## src/rtl/dcache_refill_unit.sv

```systemverilog
// Line-refill miss handler for the 4-way, 128-set, 64-byte-line data cache.
// Fetches a line as sixteen 32-bit beats, installs it in a round-robin victim way, then replays the access.
module dcache_refill_unit #(
    parameter int LINE_BEATS = 16,
    parameter int NUM_SETS   = 128,
    parameter int NUM_WAYS   = 4
) (
    input  logic         clk,
    input  logic         rstn,
    input  logic         miss_valid,
    output logic         miss_ready,
    input  logic [31:0]  miss_addr,
    input  logic [31:0]  miss_pc,
    input  logic         miss_is_store,
    output logic         mem_req_valid,
    input  logic         mem_req_ready,
    output logic [31:0]  mem_req_addr,
    input  logic         mem_resp_valid,
    input  logic [31:0]  mem_resp_data,
    output logic         refill_valid,
    output logic [6:0]   refill_index,
    output logic [1:0]   refill_way,
    output logic [18:0]  refill_tag,
    output logic [511:0] refill_data,
    output logic         replay_valid,
    input  logic         replay_ready,
    output logic [31:0]  replay_pc,
    output logic [31:0]  replay_addr,
    output logic         replay_is_store,
    output logic         busy
);

    localparam int LINE_W = 32 * LINE_BEATS;
    localparam int BEAT_W = $clog2(LINE_BEATS);
    localparam int WAY_W  = $clog2(NUM_WAYS);
    localparam logic [BEAT_W-1:0] LAST_BEAT = BEAT_W'(LINE_BEATS - 1);

    typedef enum logic [2:0] {
        IDLE   = 3'd0,
        REQ    = 3'd1,
        FILL   = 3'd2,
        WRITE  = 3'd3,
        REPLAY = 3'd4
    } state_t;

    state_t             state_r;
    state_t             state_nxt_s;
    logic               accept_s;
    logic               beat_take_s;
    logic [31:0]        addr_r;
    logic [31:0]        pc_r;
    logic               store_r;
    logic [BEAT_W-1:0]  beat_r;
    logic [LINE_W-1:0]  line_r;
    logic [WAY_W-1:0]   rr_r [NUM_SETS];
    logic [6:0]         idx_s;

    assign idx_s = addr_r[12:6];

    // State register, miss context, beat assembly and per-set victim counters
    always_ff @(posedge clk) begin
        if (!rstn) begin
            state_r <= IDLE;
            addr_r  <= 32'd0;
            pc_r    <= 32'd0;
            store_r <= 1'b0;
            beat_r  <= {BEAT_W{1'b0}};
            line_r  <= {LINE_W{1'b0}};
            for (int i = 0; i < NUM_SETS; i++) begin
                rr_r[i] <= {WAY_W{1'b0}};
            end
        end else begin
            state_r <= state_nxt_s;
            if (accept_s) begin
                addr_r  <= miss_addr;
                pc_r    <= miss_pc;
                store_r <= miss_is_store;
                beat_r  <= {BEAT_W{1'b0}};
            end
            if (beat_take_s) begin
                line_r[{beat_r, 5'd0} +: 32] <= mem_resp_data;
                beat_r                       <= beat_r + BEAT_W'(1);
            end
            // The victim counter advances in the same cycle the refill strobe fires
            if (state_r == WRITE) begin
                rr_r[idx_s] <= rr_r[idx_s] + WAY_W'(1);
            end
        end
    end

    // Next-state decode; beats are only consumed in FILL so stray responses are dropped
    always_comb begin
        state_nxt_s = state_r;
        accept_s    = 1'b0;
        beat_take_s = 1'b0;
        case (state_r)
            IDLE: begin
                if (miss_valid) begin
                    accept_s    = 1'b1;
                    state_nxt_s = REQ;
                end else begin
                    state_nxt_s = IDLE;
                end
            end
            REQ: begin
                if (mem_req_ready) begin
                    state_nxt_s = FILL;
                end else begin
                    state_nxt_s = REQ;
                end
            end
            FILL: begin
                if (mem_resp_valid) begin
                    beat_take_s = 1'b1;
                    if (beat_r == LAST_BEAT) begin
                        state_nxt_s = WRITE;
                    end else begin
                        state_nxt_s = FILL;
                    end
                end else begin
                    state_nxt_s = FILL;
                end
            end
            WRITE: begin
                state_nxt_s = REPLAY;
            end
            REPLAY: begin
                if (replay_ready) begin
                    state_nxt_s = IDLE;
                end else begin
                    state_nxt_s = REPLAY;
                end
            end
            default: begin
                state_nxt_s = IDLE;
            end
        endcase
    end

    assign miss_ready      = (state_r == IDLE);
    assign busy            = (state_r != IDLE);
    assign mem_req_valid   = (state_r == REQ);
    assign mem_req_addr    = {addr_r[31:6], 6'd0};
    assign refill_valid    = (state_r == WRITE);
    assign refill_index    = idx_s;
    assign refill_way      = rr_r[idx_s];
    assign refill_tag      = addr_r[31:13];
    assign refill_data     = line_r;
    assign replay_valid    = (state_r == REPLAY);
    assign replay_pc       = pc_r;
    assign replay_addr     = addr_r;
    assign replay_is_store = store_r;

endmodule
```

## config.mk

```make
export PLATFORM = sky130hd
export DESIGN_NAME = dcache_refill_unit
export DESIGN_NICKNAME = d
export VERILOG_FILES = /design/src/rtl/dcache_refill_unit.sv
export SDC_FILE = /design/constraint.sdc
export NUM_CORES = 2
export LEC_CHECK = 0
export ABC_AREA = 1
export BUFFER_PORTS_ARGS = -buffer_cell sky130_fd_sc_hd__buf_4
export CAP_MARGIN = 0
export CORE_AREA = 2 2 290 292
export DETAILED_ROUTE_END_ITERATION = 10
export DIE_AREA = 0 0 292 294
export SYNTH_ARGS = -nofsm -noshare
export SYNTH_HDL_FRONTEND = slang
export SYNTH_SLANG_ARGS = --single-unit
```

## constraint.sdc

```tcl
create_clock -name clk -period 5.2 [get_ports clk]
set_input_delay 0 -clock clk [delete_from_list [all_inputs] [get_ports clk]]
set_output_delay 0 -clock clk [all_outputs]
set_load 0.05 [all_outputs]
```

# Word level (Yosys, flattened, before mapping)
# Memory sizes are Yosys's and may differ from the RTL's. A register that Yosys moved wholly into a read port is not among the register bits.
# Index checks and enable logic that the tools add are counted.
# word_totals
reg_bits	584
n_memories	1
ramBits	256
inputBits	103
output_inout_bits	642
# op_classes
add_sub_neg	3
muxes	22
n_shift	2
reduce_logical	4
eq_ne	5
# memory_table
memory	words	word_bits	read_ports	rd_ports_with_merged_regs	wr	line_no	source
rr_r	128	2	1	1	128	55	logic [WAY_W-1:0] rr_r [NUM_SETS];
# ops
cell	n
bitwise mux 512 bit	1
variable shift 32 x 11 -> 512 bit, first input constant	1
variable part select 32 x 11 -> 512 bit	1
two-way mux 7 bit	3
case mux 3 bit (5 select lines)	1
two-way mux 1 bit	11
negator 9 -> 11 bit	1
two-way mux 4 bit	2
equality test 3 x 2 -> 1 bit, second input constant	2
two-way mux 3 bit	2
adder 4 x 1 -> 4 bit, second input constant	1
equality test 4 bit, second input constant	1
two-way mux 2 bit	2
equality test 3 x 1 -> 1 bit, second input constant	1
equality test 3 bit, second input constant	1
zero test 3 bit	1
nonzero test 3 bit	1
adder 2 x 1 -> 2 bit, second input constant	1
nonzero test 2 bit	1
OR reduction 2 bit	1

# Depth between registers and ports, before layout
# depth
depth_word	6
ltp_mapped	18

# Worst setup path after synthesis
# No wires, ideal clock.
# synth_path
path_type	reg-to-reg
start	register beat_r[0]
end	register line_r[280], in the netlist refill_data[280]
arrival_ps	2569
synth_period_minus_slack_ps	2639
setup_time_ps	70
path_slack_ps	2561
path_stages_with_launch	12
path_cell_list	dfxtp_1 > inv_1 > clkbuf_1 > buf_1 > ha_1 > clkbuf_1 > clkinv_1 > nand3_1 > nor3_2 > clkbuf_1 > o21ai_0 > a21oi_1
# synth_between
elab_chain_cells	3
word_cells_on_any_way	4
cone_classes	add/sub: 1; shift: 2; mux: 1
# synth_rtl
item	line_no	source
from (decl)	53	logic [BEAT_W-1:0] beat_r;
from (signal assigned)	67	beat_r <= {BEAT_W{1'b0}};
from (signal assigned)	78	beat_r <= {BEAT_W{1'b0}};
from (signal assigned)	82	beat_r <= beat_r + BEAT_W'(1);
negator 9 -> 11 bit *	81	line_r[{beat_r, 5'd0} +: 32] <= mem_resp_data;
variable part select 32 x 11 -> 512 bit / variable shift 32 x 11 -> 512 bit (equally long branches)	81	
bitwise mux 512 bit *	81	
to (signal assigned)	68	line_r <= {LINE_W{1'b0}};
to (signal, indexed assignment)	81	
to (decl)	54	logic [LINE_W-1:0] line_r;
# Mark *: on every way between the ends. The rest lies on a longest branch, timed or not.
# A chain may end at the register's enable or synchronous reset.

==> flow_summary.yaml <==
status:
  status: "finished clean"
yosys:
  synth_area_um2: 33400
  synth_commonest_cells: "641 x nand2_1, 591 x dfxtp_1, 498 x nor2_1"
  ys_ff_latch: 847
  synth_edf_count: 256
  synthFlopType: "dfxtp_1"
  avgSynthCellArea_um2: 8.56
  synthXorXnorAreaFrac: 0.000487
  async_reset_ff_frac: 0
  synth_simple_gate_area_frac: 0.191
  ys_warn_count: 0
  synth_top_area_cell: "dfxtp_1"
  yosys.area_share.adder: 0.00112
  synth_top_area_frac: 0.354
  yosysSeqAreaShare: 0.584
  synth.distinct_cells: 29
  synth_compound_area_frac: 0.150
  synthCells: 3904
  synth_top_family_by_area: "simple AND/OR/NAND/NOR gates"
  yosysMostFrequentCell: "nand2_1"
  synth_mux_area_frac: 0
  synthTopCellsByArea: "dfxtp_1 35%, edfxtp_1 23%, o21ai_0 7.4%"
detailed_routing:
  vias: 30900
  viasPerCell: 5.35
  first_pass_iters: 6
  drt-initial-drc-count: 2546
  drt-total-wl_mm: 131
  drc: 0
  wl_per_cell_um: 22.8
  ant_nets: 0
worst_hold_path:
  hp-class: "in -> reg"
setup_path:
  r2r_cells: 15
  r2r-end: "rr_r[126][1]"
  path_delay_family: "buffers and inverters"
  cp-endpoint: "refill_way[0]"
  worstSetupEndpointType: "output pin"
  critPathLaunchType: "flip-flop"
  critPathRequiredTime_ns: 5.20
  worst-path-stages: 14
  cp_num_buf_inv: 4
  path_common_cell: "nand2_1"
  crit_fanout: 89
  slowest_stage: "buf_4"
  critPathKind: "reg -> out"
  path_cells: "clkinv_2 > buf_12 > nand2_1 > nand3_1 > nand3_1 > nand3_1 > nand2_1 > nand2_1 > nand3_1 > nand2_1 > nand2_1 > nand2_4 > buf_4 > buf_4"
  rrSetupSlack_ns: 1.58
  slowest_delay_ns: 0.69
  crit_arrival_ns: 3.84
clocking:
  clk_latency_ns: 0.66
  cts_tree: "done"
  clock_path_buffers: 3
  cts_buffers: 90
  clk_pin_slew_ns: 0.06
  htreeDepth: 3
  cts.sinks: 847
  cts_resized: 0
  cts_root_buf: "clkbuf_16"
  postCtsSetupRepairBufs: 0
sta:
  final.period_utilization: 0.738
  hold_viol_final: 0
  tns_ns: 0
  grt_setup_unrepaired: "false"
  finalMaxSlewViolations: 0
  final.setup_skew_ns: 0.0234
  finalSetupViolCount: 0
  fmax_mhz: 261
  max_slew_margin: 0.160
  period_minus_slack_ns: 3.84
  worstMarginPinSlew_ns: 1.26
global_route:
  grt_max_degree: 284
  grt_pass1_vias: 29100
  grt_usage: 0.294
  grt_overflow: 0
  grt_pass1_wl_mm: 191
  antenna_found_initial: 1
floorplanning:
  die_h_um: 294
  core_um2: 82900
  dieArea_um2: 85800
  io_pins: 745
  die_w_um: 292
  initial_core_util: 0.403
  row_count: 106
power_and_ir_drop:
  leakagePower_nw: 18.3
  pwr_density_cell_nw_per_um2: 354
  vdd_ir_drop_max_mv: 0.310
placed_design:
  finalWeightedCongestion: 0.865
  place.port_buffers: 738
  hpwl_mm: 87.2
layout:
  layout.area.seq_um2: 19500
  nFillCells: 7659
  multi_input_area_um2: 11600
  nets: 4714
  drive_gt1_frac: 0.213
  area_delta_synth_final_pct: 31.4
  fin_util: 0.529
flow_run:
  cap_violations: 0
-- tightest hold or removal path: stages --
cell and delay, ns:
buf_4 0.11, clkinv_1 0.43, a21oi_1 0.12
-- repair_timing --
item,4_1_cts,5_1_grt
hold endpoints to repair,472,0
endpoints found under the setup margin,0,0
hold buffers,156,0
-- worst min-delay path by stage --
stage | start | end | slack [ns] | depth (start not counted)
floorplan | mem_req_ready | state_r[1] | 0.14 | 2
global placement | mem_req_ready | state_r[1] | 0.24 | 3
detailed placement | mem_req_ready | state_r[1] | 0.27 | 3
CTS | mem_resp_data[20] | refill_data[468] | 0.03 | 3
global route | mem_resp_data[20] | refill_data[276] | 0.07 | 3
finish | mem_resp_data[20] | refill_data[468] | 0.06 | 3
-- where the power goes --
group | switching (W) | total, W | leakage, nW | internal [W]
Combinational | 0.00129 | 0.00176 | 9.39 | 0.000471
Clock | 0.00283 | 0.00677 | 1.52 | 0.00394
Sequential | 0.0000787 | 0.00699 | 7.41 | 0.00691
-- cell families (layout without fill, tap and decap cells) --
kind of cell / Yosys count / after routing
AND/OR/NAND/NOR: 1536 / 1536
other: 1 / 8
AO/OA/AOI/OAI: 987 / 987
buffers and inverters: 529 / 1305
flip-flops: 847 / 847
adder cells (fa/ha/maj): 3 / 3
XOR/XNOR: 1 / 1
-- per-layer routing --
metal,share of wire,GRT usage,vias to the layer above
li1,-,-,14500
met1,0.41,0.378,14900
met2,0.46,0.469,1254
met3,0.089,0.0838,269
met4,0.040,0.115,0
met5,0,0,-
-- final cells by class --
class,instances,area share
sequential,847,0.445
multi-input combinational,2533,0.264
timing repair buffer,961,0.174
clock buffer,129,0.0589
tap,1080,0.0308
inverter,175,0.0150
clock inverter,40,0.0122
antenna,2,0.000114
-- through the flow --
step                hold WS, ns  instance area [um^2]  worst slack [ns]  cells  total power, W
finish                   0.0629                 43900              1.36   5767          0.0155
floorplan                 0.145                 33400              2.56   3909         0.00829
CTS                      0.0286                 43900              1.33   5765          0.0156
global placement          0.245                 39200              1.59   5440         0.00876
detailed placement        0.268                 39200              1.61   5440         0.00876
global route             0.0737                 43900              1.04   5765          0.0160
-- placed cells by master, fill, tap and decap left out, types with 3 or more instances in the layout --
master,n
a21oi_1,464
a211oi_1,23
inv_1,128
clkinvlp_4,4
bufinv_16,9
clkinv_1,36
clkbuf_8,14
nor2_4,9
dlygate4sd3_1,156
ha_1,3
nand2_2,3
nand3_1,300
clkbuf_16,92
dfxtp_1,589
nor3_2,7
inv_2,12
o21ai_0,497
nand2_1,638
inv_6,3
nor3_4,3
nor3_1,67
clkinv_2,16
buf_4,801
clkbuf_1,21
conb_1,6
edfxtp_1,256
nor4_4,4
clkinv_16,3
nor2_1,495
buf_12,3
nand4_1,3
-- flip-flops by register name (all words and copies together), names as in the netlist, named ones only --
name / cells
rr_r: 256
state_r: 3
replay_is_store: 1
beat_r: 4
replay_addr: 32
replay_pc: 32
refill_data: 512
Power figures use the tool's default switching activity.
